==> src/rtl/tx_fifo_wr_arb.sv <==
// ---------------------------------------------------------------------------
// tx_fifo_wr_arb
//
// Write-side scheduler for the asynchronous TX FIFO. Two requesters in the
// system-clock domain (16-bit ALU result, 8-bit register-file read data)
// are arbitrated. The granted request is latched into a holding register,
// and its bytes are serialised into the FIFO write port. The block stalls
// while the FIFO reports full.
//
// Optional feature:
//   TX_FIFO_WR_ARB_RR_EN  defined   -> round-robin arbitration on a tie
//                          undefined -> fixed priority, ALU wins a tie
//
// Ports:
//   CLK        in   system / FIFO write clock
//   RST        in   asynchronous active-low reset
//   ALU_VLD    in   ALU result request
//   ALU_OUT    in   ALU result (2*DATA_WIDTH), sent low byte first
//   ALU_ACK    out  one-cycle pulse: ALU request captured
//   RF_VLD     in   register-file read-data request
//   RF_OUT     in   register-file byte (DATA_WIDTH)
//   RF_ACK     out  one-cycle pulse: RF request captured
//   WR_full    in   FIFO full flag from the write-pointer block
//   WR_inc     out  FIFO write strobe (combinational)
//   WR_DATA    out  FIFO write data (DATA_WIDTH)
//   BUSY       out  high whenever the scheduler is not idle
//   dbg_state  out  current FSM state (0 IDLE, 1 SEND_LO, 2 SEND_HI, 3 SEND_RF)
//
// Handshake: a requester raises *_VLD with stable data and holds both
// until it sees *_ACK; it then drops *_VLD. Requests are only sampled in
// IDLE. The FIFO side writes one byte on every clock edge where WR_inc is
// high, and WR_inc is never high while WR_full is high.
// ---------------------------------------------------------------------------
module tx_fifo_wr_arb #(
    parameter int DATA_WIDTH = 8
) (
    input  logic                      CLK,
    input  logic                      RST,
    input  logic                      ALU_VLD,
    input  logic [2*DATA_WIDTH-1:0]   ALU_OUT,
    output logic                      ALU_ACK,
    input  logic                      RF_VLD,
    input  logic [DATA_WIDTH-1:0]     RF_OUT,
    output logic                      RF_ACK,
    input  logic                      WR_full,
    output logic                      WR_inc,
    output logic [DATA_WIDTH-1:0]     WR_DATA,
    output logic                      BUSY,
    output logic [1:0]                dbg_state
);

    typedef enum logic [1:0] {
        IDLE    = 2'd0,
        SEND_LO = 2'd1,
        SEND_HI = 2'd2,
        SEND_RF = 2'd3
    } state_t;

    state_t                    state;
    state_t                    state_next;
    logic [2*DATA_WIDTH-1:0]   hold;
    logic                      grant_alu;
    logic                      grant_rf;
    logic                      take_alu;
    logic                      take_rf;

    // -----------------------------------------------------------------------
    // Arbitration. Only acted upon in IDLE; the loser simply keeps its VLD
    // high and is reconsidered on the next IDLE cycle.
    // -----------------------------------------------------------------------
`ifdef TX_FIFO_WR_ARB_RR_EN
    // High when the most recent grant went to the ALU. Resets to "RF" so
    // the ALU wins the first tie.
    logic last_alu;

    always_comb begin
        grant_alu = ALU_VLD && (!RF_VLD || !last_alu);
        grant_rf  = RF_VLD && !grant_alu;
    end

    always_ff @(posedge CLK or negedge RST) begin
        if (!RST) begin
            last_alu <= 1'b0;
        end else if (take_alu) begin
            last_alu <= 1'b1;
        end else if (take_rf) begin
            last_alu <= 1'b0;
        end
    end
`else
    always_comb begin
        grant_alu = ALU_VLD;
        grant_rf  = RF_VLD && !ALU_VLD;
    end
`endif

    // -----------------------------------------------------------------------
    // Next-state and output logic
    // -----------------------------------------------------------------------
    always_comb begin
        state_next = state;
        take_alu   = 1'b0;
        take_rf    = 1'b0;
        WR_inc     = 1'b0;
        WR_DATA    = '0;
        case (state)
            IDLE: begin
                if (grant_alu) begin
                    take_alu   = 1'b1;
                    state_next = SEND_LO;
                end else if (grant_rf) begin
                    take_rf    = 1'b1;
                    state_next = SEND_RF;
                end
            end
            SEND_LO: begin
                WR_DATA = hold[DATA_WIDTH-1:0];
                if (!WR_full) begin
                    WR_inc     = 1'b1;
                    state_next = SEND_HI;
                end
            end
            SEND_HI: begin
                WR_DATA = hold[2*DATA_WIDTH-1:DATA_WIDTH];
                if (!WR_full) begin
                    WR_inc     = 1'b1;
                    state_next = IDLE;
                end
            end
            SEND_RF: begin
                WR_DATA = hold[DATA_WIDTH-1:0];
                if (!WR_full) begin
                    WR_inc     = 1'b1;
                    state_next = IDLE;
                end
            end
            default: begin
                state_next = IDLE;
            end
        endcase
    end

    // -----------------------------------------------------------------------
    // State, holding register and acknowledge pulses
    // -----------------------------------------------------------------------
    always_ff @(posedge CLK or negedge RST) begin
        if (!RST) begin
            state   <= IDLE;
            hold    <= '0;
            ALU_ACK <= 1'b0;
            RF_ACK  <= 1'b0;
        end else begin
            state   <= state_next;
            ALU_ACK <= take_alu;
            RF_ACK  <= take_rf;
            if (take_alu) begin
                hold <= ALU_OUT;
            end else if (take_rf) begin
                // RF byte goes in the low half; the upper half is never sent.
                hold <= {{DATA_WIDTH{1'b0}}, RF_OUT};
            end
        end
    end

    assign BUSY      = (state != IDLE);
    assign dbg_state = state;

endmodule

==> config.mk <==
export PLATFORM = sky130hd
export DESIGN_NAME = tx_fifo_wr_arb
export DESIGN_NICKNAME = d
export VERILOG_FILES = /design/src/rtl/tx_fifo_wr_arb.sv
export SDC_FILE = /design/constraint.sdc
export NUM_CORES = 1
export LEC_CHECK = 0
export ABC_CLOCK_PERIOD_IN_PS = 1100
export BUFFER_PORTS_ARGS = -buffer_cell sky130_fd_sc_hd__buf_2
export CAP_MARGIN = 30
export CORE_MARGIN = 2
export CORE_UTILIZATION = 41
export CTS_CLUSTER_SIZE = 16
export DETAILED_ROUTE_END_ITERATION = 10
export MAX_ROUTING_LAYER = met4
export PLACE_DENSITY = 0.74
export SYNTH_ARGS = -nofsm -noshare
export SYNTH_HDL_FRONTEND = slang
export SYNTH_SLANG_ARGS = --single-unit
export TNS_END_PERCENT = 30
==> constraint.sdc <==
create_clock -name CLK -period 1.1 [get_ports CLK]
set_input_delay 0.055 -clock CLK [delete_from_list [all_inputs] [get_ports CLK]]
set_output_delay 0.055 -clock CLK [all_outputs]
set_load 0.02 [all_outputs]
### Word level (Yosys, flattened, before mapping)

Cells that the tools add are included.

| operators by class | value |
|---|---|
| mux-type cells | 15 |
| equality and inequality tests | 6 |
| reduce and logical (&&, ||, !) cells | 9 |

Operators by type and width:

| operator | number |
|---|---|
| $mux 16 | 2 |
| $pmux 8 s2 | 1 |
| $mux 2 | 4 |
| $mux 1 | 7 |
| $pmux 2 s3 | 1 |
| $eq 2x2->1 const B | 2 |
| $ne 2x2->1 const B | 2 |
| $reduce_bool 2->1 | 2 |
| $reduce_or 2->1 | 2 |
| $ne 3x3->1 const B | 1 |
| $reduce_and 3->1 | 1 |
| $reduce_or 3->1 | 1 |
| $eq 2x1->1 const B | 1 |
| $logic_not 2->1 | 1 |
| $logic_and 1x1->1 | 1 |
| $logic_not 1->1 | 1 |

| word-level totals | value |
|---|---|
| logic and storage cells | 34 |
| register bits after elaboration | 20 |

### Logic depth before layout (Yosys ltp)

| depth | value |
|---|---|
| depth in word-level cells | 7 |
| mapped depth | 4 |

### Worst setup path after synthesis

OpenSTA, ideal clock, no wires.

| timing path | value |
|---|---|
| kind | register -> register |
| start point | reg state[0], in the netlist dbg_state[0] |
| end point | reg hold[13] |
| cell stages (with the launch flop) | 5 |
| library setup time | 0.121 ns |
| path buffers | 1 |
| arrival time | 1.110 ns |
| slack | -0.131 ns |
| required time | 0.979 ns |
| cell sequence | dfrtp_1 > nor2_4 > o21ai_2 > buf_6 > a22o_1 |

| between the ends | value |
|---|---|
| cells in the longest elaborated chain, start to end | 3 |
| elaborated cells between the ends (all ways) | 5 |

Ends and longest elaborated chain:

| item | line | text |
|---|---|---|
| start: declaration | 59 | `state_t state;` |
| start signal: assignment | 153 | `state <= state_next;` |
| $logic_not 2->1 (*) | 106 | `case (state)` |
| $mux 1 | 106 |  |
| $mux 16 / $reduce_bool 2->1 (equally long branches) | n/a |  |
| end signal: assignment | 160 | `hold <= {{DATA_WIDTH{1'b0}}, RF_OUT};` |
| end: declaration | 61 | `logic [2*DATA_WIDTH-1:0] hold;` |

Every way passes the cells marked *; elsewhere a longest branch is shown, timed or not.
A chain may end at the register's enable or synchronous reset.

### Final worst setup path

| timing path | value |
|---|---|
| start point | reg state[0], in the netlist dbg_state[0] |
| end point | out WR_DATA[1] |

| between the ends | value |
|---|---|
| cells in the longest elaborated chain, start to end | 3 |
| elaborated cells between the ends (all ways) | 5 |

Ends and longest elaborated chain:

| item | line | text |
|---|---|---|
| $eq 2x2->1 / $eq 2x1->1 (equally long branches) | 106 |  |
| $reduce_or 2->1 (no source line) | n/a |  |
| $pmux 8 s2 (*) | 106 |  |
| end: declaration | 47 | `output logic [DATA_WIDTH-1:0] WR_DATA,` |

Marked as above.

==> metrics.md <==
| Metric | Value |
|---|---|
| Status | finished with violations |
| Failing checks | setup timing |
| Worst-path clk slew | between 0.1 and 0.15 ns |
| Antenna Violating Nets Remaining | 0 |
| Placed inst area | 1240 um^2 |
| Cell count after synthesis | 82 |
| Fin crit share | 126% |
| Maximum clock rate | around 720 MHz |
| Reg-to-Reg End | hold[3]$_DFFE_PN0P_ |
| Hold_ws | 0.0194 ns |
| Global-route wire length before repair | 4070 um |
| Via-per-instance ratio | 5.35 |
| Max-slew headroom | 70.8% |
| Mux contribution to synthesized area | 0% |
| Clock buffer depth | 2 |
| Worst EP arrival | between 1 and 1.5 ns |
| Worst Hold Path EP | dbg_state[1]$_DFFE_PN0P_ |
| Min Tclk post-route | 1.39 ns |
| Post-synth EDFFs | 0 |
| CP endpoint kind | output pin |
| Synth area leader | dfrtp_1 |
| Final core utilization | about two thirds |
| Count of pins over their slew limit | 0 |
| Wirelength per Cell | 15.4 um |
| Overflow after GRT | 0 |
| DP Worst Slack | -0.185 ns |
| Top Family by Delay on Critical Path | flip-flops |
| HPWL Detailed | 1770 um |
| Fill count | 156 |
| RR Startpoint | dbg_state[0]$_DFFE_PN0P_ |
| Hold crit path type | primary input to flop |
| Hold_sp | WR_full |
| Flops & latches, synth | 20 |
| Register Area | 503 um^2 |
| Die width | 52.1 um |
| Number of buffers added on ports | 42 |
| Syn Std Cell Area | 947 um^2 |
| Pre-antenna DRT Iters | 4 |
| Num ports | 43 |
| Cell Count, Final, Fillers Out | approximately 170 |
| Slowest cell on the critical path | dfrtp_2 |
| Syn_nets | 111 |
| Initial Util | a little over two fifths |
| Reg2Reg Depth | 5 |
| Critical Path Start | dbg_state[0]$_DFFE_PN0P_ |
| Placer congestion estimate | between 0.7 and 0.8 |
| Ys flop type | dfrtp_1 |
| Maximum vdd drop | 0.00157 V |
| Critical Path Source Type | flop |
| Netlist cell types | 20 |
| Die Y | about 52 um |
| RSZ-0062 raised after global routing | yes |
| Crit-path cells | buf_4 > a22o_1 > buf_6 |
| PD cells | 2750 nW/um^2 |
| Crit path max fanout | 6 |
| Die area | around 2700 um^2 |
| Area added between synthesis and finish | 56.1% |
| Max-cap viol count | 0 |
| Clock latency at the later pin of the worst-skew pair | 0.30 ns |
| Via count | 920 |
| Multi-input gate area | 432 um^2 |
| Simple-gate area share of the yosys netlist | 12.7% |
| Core area | 2190 um^2 |
| Max stage delay on crit path | 0.48 ns |
| Placed cells | 157 |
| Slew @ Worst Pin | approximately 0.44 ns |
| Sink Count | 20 |
| Synth warn | 0 |
| Layout cells sized above 1 | 45.1% |
| Largest family of logic cells by synthesized area | compound AO/OA/AOI/OAI gates |
| Synth top area share | 52.8% |
| Final net count | 174 |
| Final wirelength | 2660 um |
| Final routed DRC violation total | 0 |
| Final hold vios | 0 |
| CTS tree | built |
| N_diodes | 0 |
| Skew final | 0.00310 ns |
| Largest net degree at the start of global routing | 21 |
| CTS H-Tree Depth | 1 |
| Adder-Cell Fraction of Synth Area | 0% |
| Setup TNS | -3.60 ns |
| Post-Layout Inst Area | 1480 um^2 |
| CTS buffer count | 3 |
| Total GRT Usage | 21.2% |
| R2R setup slack | -0.14 ns |
| Vias in the first global route | 918 |
| Antenna violations before repair | 0 |
| Crit path kind | flop to output pin |
| XOR/XNOR Fraction of Synth Area | 0% |
| Pleak | ~0.73 nW |
| Site row count | 17 |
| Tot Pwr | ~4.1 mW |
| Post-synthesis sequential area ratio | ~53% |
| Bufs and invs on worst path | 2 |
| Crit path required time | 1.04 ns |
| Synth Area in Compound Gates | between 20 and 30% |
| Synthesized area per cell | 11.6 um^2 |
| Final count of negative-setup-slack endpoints | 23 |
| Clk root buf | clkbuf_4 |
| Initial drt markers | 19 |
| Largest cells by area after synthesis | dfrtp_1, a22o_1, and3b_1 |
| Async S/R FF share, synth | 100% |
| Hold path cells | 3 |
| Final worst slack | -0.290 ns |
==> cell families after synthesis <==
family | count (synthesis)
buffers and inverters | 7
and+or+nand+nor | 17
AOI/OAI and AO/OA | 38
DFF | 20
==> per-layer routing <==
metal | global-route usage [%] | share of wire [%] | up-vias | routed length, um
met1 | 25.5 | 45 | 449 | 1190
met4 | 9.65 | 0.64 | 0 | 17
met5 | - | 0 | - | 0
met3 | 2.30 | 3.7 | 2 | 98
met2 | 35.7 | 51 | 30 | 1350
li1 | - | - | 439 | -
==> Yosys cell counts, types with 3 or more instances <==
cell       number
dfrtp_1        20
buf_2           4
a22o_1         16
nor2b_1         5
a21oi_1         5
o2bb2ai_1       5
nand2_1         3
a31oi_1         3
a22oi_1         3
o21ai_1         4
and3b_1         5
==> registers in the layout, indices dropped and copies added, names as in the netlist <==
name / flops
ALU_ACK: 1
RF_ACK: 1
dbg_state: 2
hold: 16
==> layout make-up <==
| class | instances | share of cell area [%] |
|---|---|---|
| timing repair buffer | 64 | 31.7 |
| multi-input combinational | 55 | 29.2 |
| tap | 28 | 2.37 |
| clock buffer | 4 | 2.45 |
| sequential | 20 | 34.0 |
| inverter | 1 | 0.254 |
==> worst max-delay path by stage <==
stage	endpoint	slack [ns]	cells after the start
finish	WR_DATA[1]	-0.29	3
global route	WR_DATA[4]	-0.36	3
CTS	WR_DATA[1]	-0.27	3
detailed placement	WR_DATA[4]	-0.18	3
global placement	WR_DATA[4]	-0.17	3
floorplan	hold[13]$_DFFE_PN0P_	-0.09	4
==> worst register-to-register path: cells and delay by family, from the launching register on <==
family | cells | cell delay (ns)
compound gates | 2 | 0.18
buf+inv | 2 | 0.32
flops | 1 | 0.48
simple gates | 1 | 0.19
==> power by group <==
group	internal, mW	leakage [nW]	switching [mW]	total (mW)
Clock	0.202	0.0210	0.228	0.429
Sequential	1.06	0.249	0.261	1.32
Combinational	1.19	0.463	1.13	2.32
Total	2.45	0.734	1.62	4.07
==> timing repair <==
action,4_1_cts,5_1_grt
pin swaps,10,2
buffers inserted,0,0
endpoints found under the setup margin,25,28
endpoints found under the hold margin,30,0
resized for setup,19,7
hold buffers,11,0
==> placed cells by master, fill, tap and decap left out, types with 2 or more instances in the layout <==
master / instances
buf_2: 32
dfrtp_1: 18
a22o_1: 16
dlygate4sd3_1: 11
buf_6: 11
buf_4: 10
and3b_1: 5
a21oi_1: 5
nor2b_1: 4
o21ai_1: 4
o2bb2ai_1: 4
nand2_1: 3
a31oi_1: 3
a22oi_1: 3
clkbuf_4: 3
dfrtp_2: 2
Note: power is estimated with default switching activity, not from simulation.
